`config.mk`:
```
export PLATFORM = sky130hd
export DESIGN_NAME = cpu_stream_loader
export DESIGN_NICKNAME = d
export VERILOG_FILES = /design/src/rtl/cpu_loader_pkg.sv /design/src/rtl/loader_wr_port.sv /design/src/rtl/cpu_stream_loader.sv
export SDC_FILE = /design/constraint.sdc
export NUM_CORES = 1
export LEC_CHECK = 0
export CORE_AREA = 8 8 135 168
export DETAILED_ROUTE_END_ITERATION = 7
export DIE_AREA = 0 0 143 176
export PLACE_DENSITY_LB_ADDON = 0.1
export SYNTH_ARGS = -nofsm -noshare
export SYNTH_HDL_FRONTEND = slang
export SYNTH_HIERARCHICAL = 1
export SYNTH_SLANG_ARGS = --single-unit
```
`constraint.sdc`:
```
create_clock -name clk -period 1.9 [get_ports clk]
set_input_delay 0.475 -clock clk [delete_from_list [all_inputs] [get_ports clk]]
set_output_delay 0.475 -clock clk [all_outputs]
set_load 0.01 [all_outputs]
```
`src/rtl/cpu_loader_pkg.sv`:
```
// Shared encodings for the CPU stream loader: header opcodes, header field positions, FSM states.
package cpu_loader_pkg;

  localparam int OP_MSB = 31;
  localparam int OP_LSB = 30;

  typedef enum logic [1:0] {
    OP_LOAD_IMEM = 2'b00,
    OP_LOAD_DMEM = 2'b01,
    OP_RUN       = 2'b10,
    OP_HALT      = 2'b11
  } op_e;

  typedef enum logic [2:0] {
    ST_IDLE = 3'd0,
    ST_ADDR = 3'd1,
    ST_DATA = 3'd2,
    ST_RUN  = 3'd3,
    ST_ERR  = 3'd4
  } state_e;

endpackage

```
`src/rtl/loader_wr_port.sv`:
```
// Registered addr/wen/wdata triple driving one CPU external memory write port.
// Latency: strobe to wen is 1 cycle. Backpressure: none, accepts a strobe every cycle.
// A strobe in the reset cycle is dropped; addr/wdata hold their last value between pulses.
module loader_wr_port #(
  parameter int ADDR_W = 32,
  parameter int DATA_W = 32
) (
  input  logic              clk,
  input  logic              rst,
  input  logic              wr_stb,
  input  logic [ADDR_W-1:0] wr_addr,
  input  logic [DATA_W-1:0] wr_data,
  output logic [ADDR_W-1:0] addr,
  output logic              wen,
  output logic [DATA_W-1:0] wdata
);

  always_ff @(posedge clk) begin
    if (rst) begin
      addr  <= '0;
      wen   <= 1'b0;
      wdata <= '0;
    end else begin
      wen <= wr_stb;
      if (wr_stb) begin
        addr  <= wr_addr;
        wdata <= wr_data;
      end
    end
  end

endmodule

```
`src/rtl/cpu_stream_loader.sv`:
```
// Turns a valid/ready command stream into CPU imem/dmem preload writes and drives cpu_enable.
// Latency: data transfer to wen is 1 cycle, 1 word/cycle. Backpressure: s_ready depends on
// state only; low solely in the error state, which is left only through reset.
module cpu_stream_loader
  import cpu_loader_pkg::*;
#(
  parameter int DATA_W    = 32,
  parameter int ADDR_W    = 32,
  parameter int ADDR_STEP = 4,
  parameter int CNT_W     = 16
) (
  input  logic              clk,
  input  logic              rst,
  input  logic              s_valid,
  output logic              s_ready,
  input  logic [DATA_W-1:0] s_data,
  output logic [ADDR_W-1:0] imem_addr,
  output logic              imem_wen,
  output logic [DATA_W-1:0] imem_wdata,
  output logic [ADDR_W-1:0] dmem_addr,
  output logic              dmem_wen,
  output logic [DATA_W-1:0] dmem_wdata,
  output logic              cpu_enable,
  output logic              busy,
  output logic              error,
  output logic [DATA_W-1:0] checksum
);

  state_e            state;
  state_e            state_nxt;
  logic              tgt_dmem;
  logic [CNT_W-1:0]  remain;
  logic [ADDR_W-1:0] cur_addr;
  logic              imem_stb;
  logic              dmem_stb;
  logic              xfer;
  op_e               hdr_op;
  logic [CNT_W-1:0]  hdr_cnt;
  logic              hdr_is_load;

  assign xfer        = s_valid && s_ready;
  assign hdr_op      = op_e'(s_data[OP_MSB:OP_LSB]);
  assign hdr_cnt     = s_data[CNT_W-1:0];
  assign hdr_is_load = (hdr_op == OP_LOAD_IMEM) || (hdr_op == OP_LOAD_DMEM);

  // Status outputs are decoded from the registered state, so cpu_enable
  // follows a RUN/HALT handshake by exactly one cycle.
  assign s_ready    = (state != ST_ERR);
  assign busy       = (state == ST_ADDR) || (state == ST_DATA);
  assign error      = (state == ST_ERR);
  assign cpu_enable = (state == ST_RUN);

  always_comb begin
    state_nxt = state;
    imem_stb  = 1'b0;
    dmem_stb  = 1'b0;
    case (state)
      ST_IDLE: begin
        if (xfer) begin
          case (hdr_op)
            OP_LOAD_IMEM,
            OP_LOAD_DMEM: if (hdr_cnt != '0) state_nxt = ST_ADDR;
            OP_RUN:       state_nxt = ST_RUN;
            OP_HALT:      state_nxt = ST_IDLE;
          endcase
        end
      end
      ST_ADDR: begin
        if (xfer) state_nxt = ST_DATA;
      end
      ST_DATA: begin
        if (xfer) begin
          dmem_stb = tgt_dmem;
          imem_stb = !tgt_dmem;
          if (remain == CNT_W'(1)) state_nxt = ST_IDLE;
        end
      end
      ST_RUN: begin
        if (xfer) state_nxt = (hdr_op == OP_HALT) ? ST_IDLE : ST_ERR;
      end
      ST_ERR:  state_nxt = ST_ERR;
      default: state_nxt = ST_IDLE;
    endcase
  end

  always_ff @(posedge clk) begin
    if (rst) begin
      state    <= ST_IDLE;
      tgt_dmem <= 1'b0;
      remain   <= '0;
      cur_addr <= '0;
      checksum <= '0;
    end else begin
      state <= state_nxt;
      if (xfer) begin
        case (state)
          ST_IDLE: begin
            // A zero-count load still opens (and closes) a section, so it clears the checksum.
            if (hdr_is_load) begin
              tgt_dmem <= (hdr_op == OP_LOAD_DMEM);
              remain   <= hdr_cnt;
              checksum <= '0;
            end
          end
          ST_ADDR: cur_addr <= s_data[ADDR_W-1:0];
          ST_DATA: begin
            cur_addr <= cur_addr + ADDR_W'(ADDR_STEP);
            remain   <= remain - CNT_W'(1);
            checksum <= checksum ^ s_data;
          end
          default: ;
        endcase
      end
    end
  end

  loader_wr_port #(.ADDR_W(ADDR_W), .DATA_W(DATA_W)) u_imem_port (
    .clk     (clk),
    .rst     (rst),
    .wr_stb  (imem_stb),
    .wr_addr (cur_addr),
    .wr_data (s_data),
    .addr    (imem_addr),
    .wen     (imem_wen),
    .wdata   (imem_wdata)
  );

  loader_wr_port #(.ADDR_W(ADDR_W), .DATA_W(DATA_W)) u_dmem_port (
    .clk     (clk),
    .rst     (rst),
    .wr_stb  (dmem_stb),
    .wr_addr (cur_addr),
    .wr_data (s_data),
    .addr    (dmem_addr),
    .wen     (dmem_wen),
    .wdata   (dmem_wdata)
  );

endmodule
```
======== Word level (Yosys, flattened, before mapping) ========
Cells that the tools add are included.
word-level totals
  register bits ........................... 214
  latch bits .............................. 0
  memory bits (writable) .................. 0
  bits in read-only memories .............. 0
  input bits .............................. 35
  word-level logic and storage cells ...... 62
  memories ................................ 0
cells by class
  add/subtract/negate cells ............... 2
  multipliers ............................. 0
  div/mod/pow operators ................... 0
  order comparisons ....................... 0
  equality and inequality tests ........... 16
  shift-type cells ........................ 0
  muxes and demuxes ....................... 18
  bitwise logic cells ..................... 1
  reductions and logical operators ........ 14
operators with widths
  cell                                                                     count
  32-bit one-hot mux with 2 select lines                                   2
  32-bit by 3-bit adder with 32-bit output (second input constant)         1
  32-bit two-way mux                                                       1
  16-bit one-hot mux with 2 select lines                                   1
  32-bit bitwise XOR                                                       1
  3-bit two-way mux                                                        7
  16-bit by 1-bit equality test with 1-bit output (second input constant)  1
  16-bit two-way mux                                                       1
  16-bit nonzero test                                                      1
  16-bit by 1-bit subtractor with 16-bit output (second input constant)    1
  3-bit one-hot mux with 5 select lines                                    1
  3-bit one-hot mux with 3 select lines                                    1
  2-bit != test (second input constant)                                    4
  3-bit by 2-bit equality test with 1-bit output (second input constant)   2
  3-bit != test (second input constant)                                    2
  3-bit AND reduction                                                      2
  6-bit AND reduction                                                      1
  2-bit equality test (second input constant)                              2
  1-bit two-way mux                                                        4
  2-bit by 1-bit != test with 1-bit output (second input constant)         2
  2-bit nonzero test                                                       2
  3-bit by 1-bit equality test with 1-bit output (second input constant)   1
  3-bit equality test (second input constant)                              1
  3-bit zero test                                                          1
  other kinds (7)                                                          8

======== Longest topological paths before layout ========
  depth after elaboration ................. 5
  mapped depth ............................ 8
  depth with buffers taken out ............ 7

======== Cells and area by module ========
Netlist, hierarchy kept.
modules (own cells, without submodules)
  module             instances  cells each  area an instance (um^2)  seq. area each (um^2)
  loader_wr_port     2          208         2311.0                   1301.2
  cpu_stream_loader  1          579         4434.3                   1681.6

======== Worst setup path after synthesis ========
OpenSTA, ideal clock, no wires.
  path type ............................... register to register
  start point ............................. register remain[2]
  end point ............................... register remain[13]
  library setup time ...................... 79 ps
  arrival ................................. 1942 ps
  path slack .............................. -121 ps
  cell stages (with the launch flop) ...... 7
  buffers on the path ..................... 1
  period minus slack after synthesis ...... 2021 ps
  cells stage by stage .................... dfxtp_1 -> or4_4 -> or4_4 -> buf_6 -> o31ai_4 -> a21oi_1 -> a211oi_2
on the way
  word-level cells in the longest chain between the ends .. 2
RTL lines
  what                                           RTL line                  RTL
  start: declaration                             cpu_stream_loader.sv:32   logic [CNT_W-1:0] remain;
  start signal: assignment                       cpu_stream_loader.sv:101  remain <= hdr_cnt;
  start signal: assignment                       cpu_stream_loader.sv:108  remain <= remain - CNT_W'(1);
  16-bit by 1-bit subtractor with 16-bit output  cpu_stream_loader.sv:108
  16-bit one-hot mux with 2 select lines         cpu_stream_loader.sv:96   case (state)
No other way between the ends.
A chain may end at the register's enable or synchronous reset.

======== Worst setup path after layout ========
  start point ............................. register remain[2]
  end point ............................... register state[0]
on the way
  word-level cells in the longest chain between the ends .. 3
RTL lines
  what                                                       RTL line                 RTL
  16-bit by 1-bit equality test with 1-bit output            cpu_stream_loader.sv:75  if (remain == CNT_W'(1)) state_nxt = ST_IDLE;
  2-bit by 1-bit != test with 1-bit output (no source line)  n/a
  6-bit AND reduction (no source line)                       n/a
  end signal: assignment                                     cpu_stream_loader.sv:94  state <= state_nxt;
  end: declaration                                           cpu_stream_loader.sv:29  state_e state;
No other way between the ends.

==> metrics.csv <==
stage,metric,value,unit
timing,# setup viols final,5,
timing,Hold Slack,0.237,ns
route,Antenna Nets Post-Route,0,
worst_hold_path,worst hold path class,in -> reg,
finish,final net count,1309,
route,DRT Wirelength,27.8,mm
clocking,CTS tree,built,
setup_path,source of the critical timing path,remain[2],
clocking,clk sink count,214,
yosys,Post-Syn Area,0.00906,mm^2
place,HPWL Detailed,19.8,mm
floorplanning,core area,0.0200,mm^2
status,failing checks,negative setup slack,
route,drt first-iter violations,675,
finish,antenna diode count,0,
clocking,Max Root-Sink Buffers,3,
pwr,Seq pwr share,42.8,%
floorplanning,Die H,176,um
finish,register area,0.00429,mm^2
setup_path,largest stage delay on the critical path,0.56,ns
setup_path,element type at the critical path end,register,
setup_path,Worst EP arrival,2.42,ns
timing,post-route setup TNS,-0.255,ns
place,Placement Cell Area,0.0120,mm^2
setup_path,reg-to-reg startpoint,remain[2],
yosys,syn nets,1033,
setup_path,worst path required time,2.33,ns
pwr,Leak,6.07,nW
yosys,Post-synth EDFFs,0,
route,vias per inst,5.27,
yosys,Mapped Avg Cell Area,9.10,um^2
global_routing,total global-route track usage,21.2,%
setup_path,top cell family by delay on the critical path,simple AND/OR/NAND/NOR gates,
timing,RSZ-0062 raised after global routing,yes,
global_routing,first-pass GRT wire length,43.2,mm
global_routing,largest net degree at the start of global routing,50,
timing,final slew viol count,0,
finish,Non-Filler Instances,1557,
yosys,"Seq/Total Area, Yosys",47.3,%
timing,final worst setup slack,-0.0846,ns
timing,Max Clk Rate,0.504,GHz
place,RePlAce Congestion,0.899,
yosys,"Top FF cell, synth",dfxtp_1,
floorplanning,full die area,0.0252,mm^2
timing,Final Critical Period,1.98,ns
place,Placed Cells,1509,
yosys,number of distinct library cells after synthesis,62,
clocking,H-Tree Depth,1,
timing,worst-margin pin slew,0.515,ns
pwr,maximum vdd ir drop,0.000645,V
clocking,CTS buffer count,22,
setup_path,Critical Path Source Type,register,
finish,Area Overhead vs Synth,44.7,%
finish,share of layout cells above drive strength 1,16.2,%
setup_path,"Max stage delay cell, worst path",or4_4,
place,buffers added on ports,200,
yosys,synth warn,6,
pwr,Pwr Density,854,mW/mm^2
global_routing,initial antenna violation count,1,
pwr,Overall Power,11.2,mW
place,pre-CTS WS,-0.421,ns
clocking,"Reg clk slew, reported paths",0.06,ns
route,Wirelength per Cell,17.9,um
pwr,clock power share,40.6,%
route,DR vias,8212,
setup_path,Buf/Inv on CP,1,
clocking,Clk Tree Root Cell,clkbuf_16,
floorplanning,top-level port count,201,
timing,Fin. Hold Viols,0,
floorplanning,Site Rows,58,
pwr,combinational power share,16.6,%
setup_path,Setup CP Type,reg -> reg,
worst_hold_path,min-delay src,rst,
global_routing,vias in the first global route,7900,
pwr,Sw Pwr,2.90,mW
finish,Multi-input gate area,0.00452,mm^2
setup_path,CP Max Fanout,5,
route,DRC viols,0,
clocking,Clock Latency Late Sink,0.51,ns
run,max cap viols,0,
global_routing,total gr overflow,0,
pwr,Internal,8.29,mW
timing,Tcrit/Tclk final,104,%
timing,Setup Skew,0.0194,ns
finish,Util after Layout,65.6,%
setup_path,crit-path cells,"or4_4, buf_4, nor4_4, a21oi_2, or3_4, nor3_2",
finish,design area,0.0131,mm^2
floorplanning,die span in x,143,um
yosys,asr flop ratio synth,0,%
finish,Layout fillers,1711,
timing,Slew HR,65.7,%
route,drt first pass iters,7,
status,outcome,finished with violations,
yosys,Syn Inst Count,995,
pwr,Switching Fraction,25.9,%
floorplanning,Initial Util,45.4,%
yosys,#FFs+latches synth,214,
final timing paths:
kind	cells after the start	to	slack, ns
worst max-delay path	6	state[0]	-0.08
worst min-delay path	2	u_imem_port/wdata[31]	0.24
worst max register to register	6	state[0]	-0.08
worst min register to register	2	remain[1]	0.46
kinds of logic (layout without fill, tap and decap cells):
kind of cell | Yosys count | after routing | synth area share (%)
simple gates | 397 | 397 | 19.7
flops | 214 | 214 | 47.3
compound gates | 143 | 143 | 10.1
mux | 130 | 130 | 14.4
buf+inv | 74 | 366 | 4.74
xor+xnor | 34 | 34 | 3.29
fa+ha+maj | 3 | 3 | 0.415
layout by cell type (no fill, tap or decap), types with 23 or more instances in the layout:
cell type and count:
dfxtp_1 208, nor2_1 196, mux2i_1 128, buf_4 107, clkdlybuf4s50_1 103, nand2_1 81, dlymetal6s2s_1 69, a21oi_1 42
xor2_1 32, o21ai_0 27, clkbuf_16 23, dlygate4sd2_1 23
worst reg2reg max path, cell delays in order, from the launching register on:
cell and delay (ns):
dfxtp_2 0.32, or4_4 0.56, buf_4 0.17, nor4_4 0.21
a21oi_2 0.10, or3_4 0.40, nor3_2 0.16
cell usage after synthesis (7+ instances only):
library cell  number  share of area, %
dfxtp_1          214                47
nor2_1           200               8.3
mux2i_1          128                14
nand2_1           82               3.4
a21oi_1           47               2.6
clkbuf_1          37               1.5
xor2_1            32               3.1
o21ai_0           28               1.5
nand3_1           20               1.1
nor3_1            17              0.94
a211oi_1          13               1.1
buf_1             11              0.46
buf_8             10               1.7
and3_1             9              0.62
nor4_1             9              0.62
a31oi_1            8              0.55
nand4_1            8              0.55
or3_1              8              0.55
nor2b_1            7              0.48
power groups by stage:
| stage | Combinational, mW | Sequential (mW) | Clock, mW |
|---|---|---|---|
| detailed placement | 1.77 | 4.88 | 0 |
| CTS | 1.79 | 4.79 | 4.62 |
| global route | 2.02 | 4.81 | 4.81 |
| floorplan | 0.891 | 4.94 | 0 |
| global placement | 1.76 | 4.88 | 0 |
| finish | 1.86 | 4.79 | 4.54 |
per-layer routing:
metal | share of wire [%] | GRT usage, % | vias up
met5 | 0 | 0 | -
met4 | 1.8 | 5.24 | 0
met3 | 9.1 | 6.97 | 44
met2 | 46 | 33.9 | 267
met1 | 43 | 27.0 | 3905
li1 | - | - | 3996
flip-flops by register name, indices dropped and copies added, names as in the netlist:
| signal | count |
|---|---|
| u_imem_port/addr | 32 |
| state | 3 |
| cur_addr | 32 |
| u_imem_port/wdata | 32 |
| checksum | 32 |
| tgt_dmem | 1 |
| u_dmem_port/wdata | 32 |
| u_dmem_port/addr | 32 |
| remain | 16 |
| u_dmem_port/wen | 1 |
| u_imem_port/wen | 1 |
layout make-up:
| type | instances | share of cell area [%] |
|---|---|---|
| sequential | 214 | 32.8 |
| clock buffer | 38 | 5.66 |
| multi-input combinational | 707 | 34.5 |
| timing repair buffer | 320 | 24.0 |
| inverter | 6 | 0.172 |
| clock inverter | 2 | 0.267 |
| tap | 270 | 2.58 |
what timing repair did:
item                                    in CTS  in global routing
endpoints found under the setup margin      34                130
buffers inserted                             1                  5
hold buffers                                 0                  0
resized for setup                           49                105
gates cloned                                 0                  2
pin swaps                                    5                  7
No activity file was read; power rests on OpenSTA's default activity.
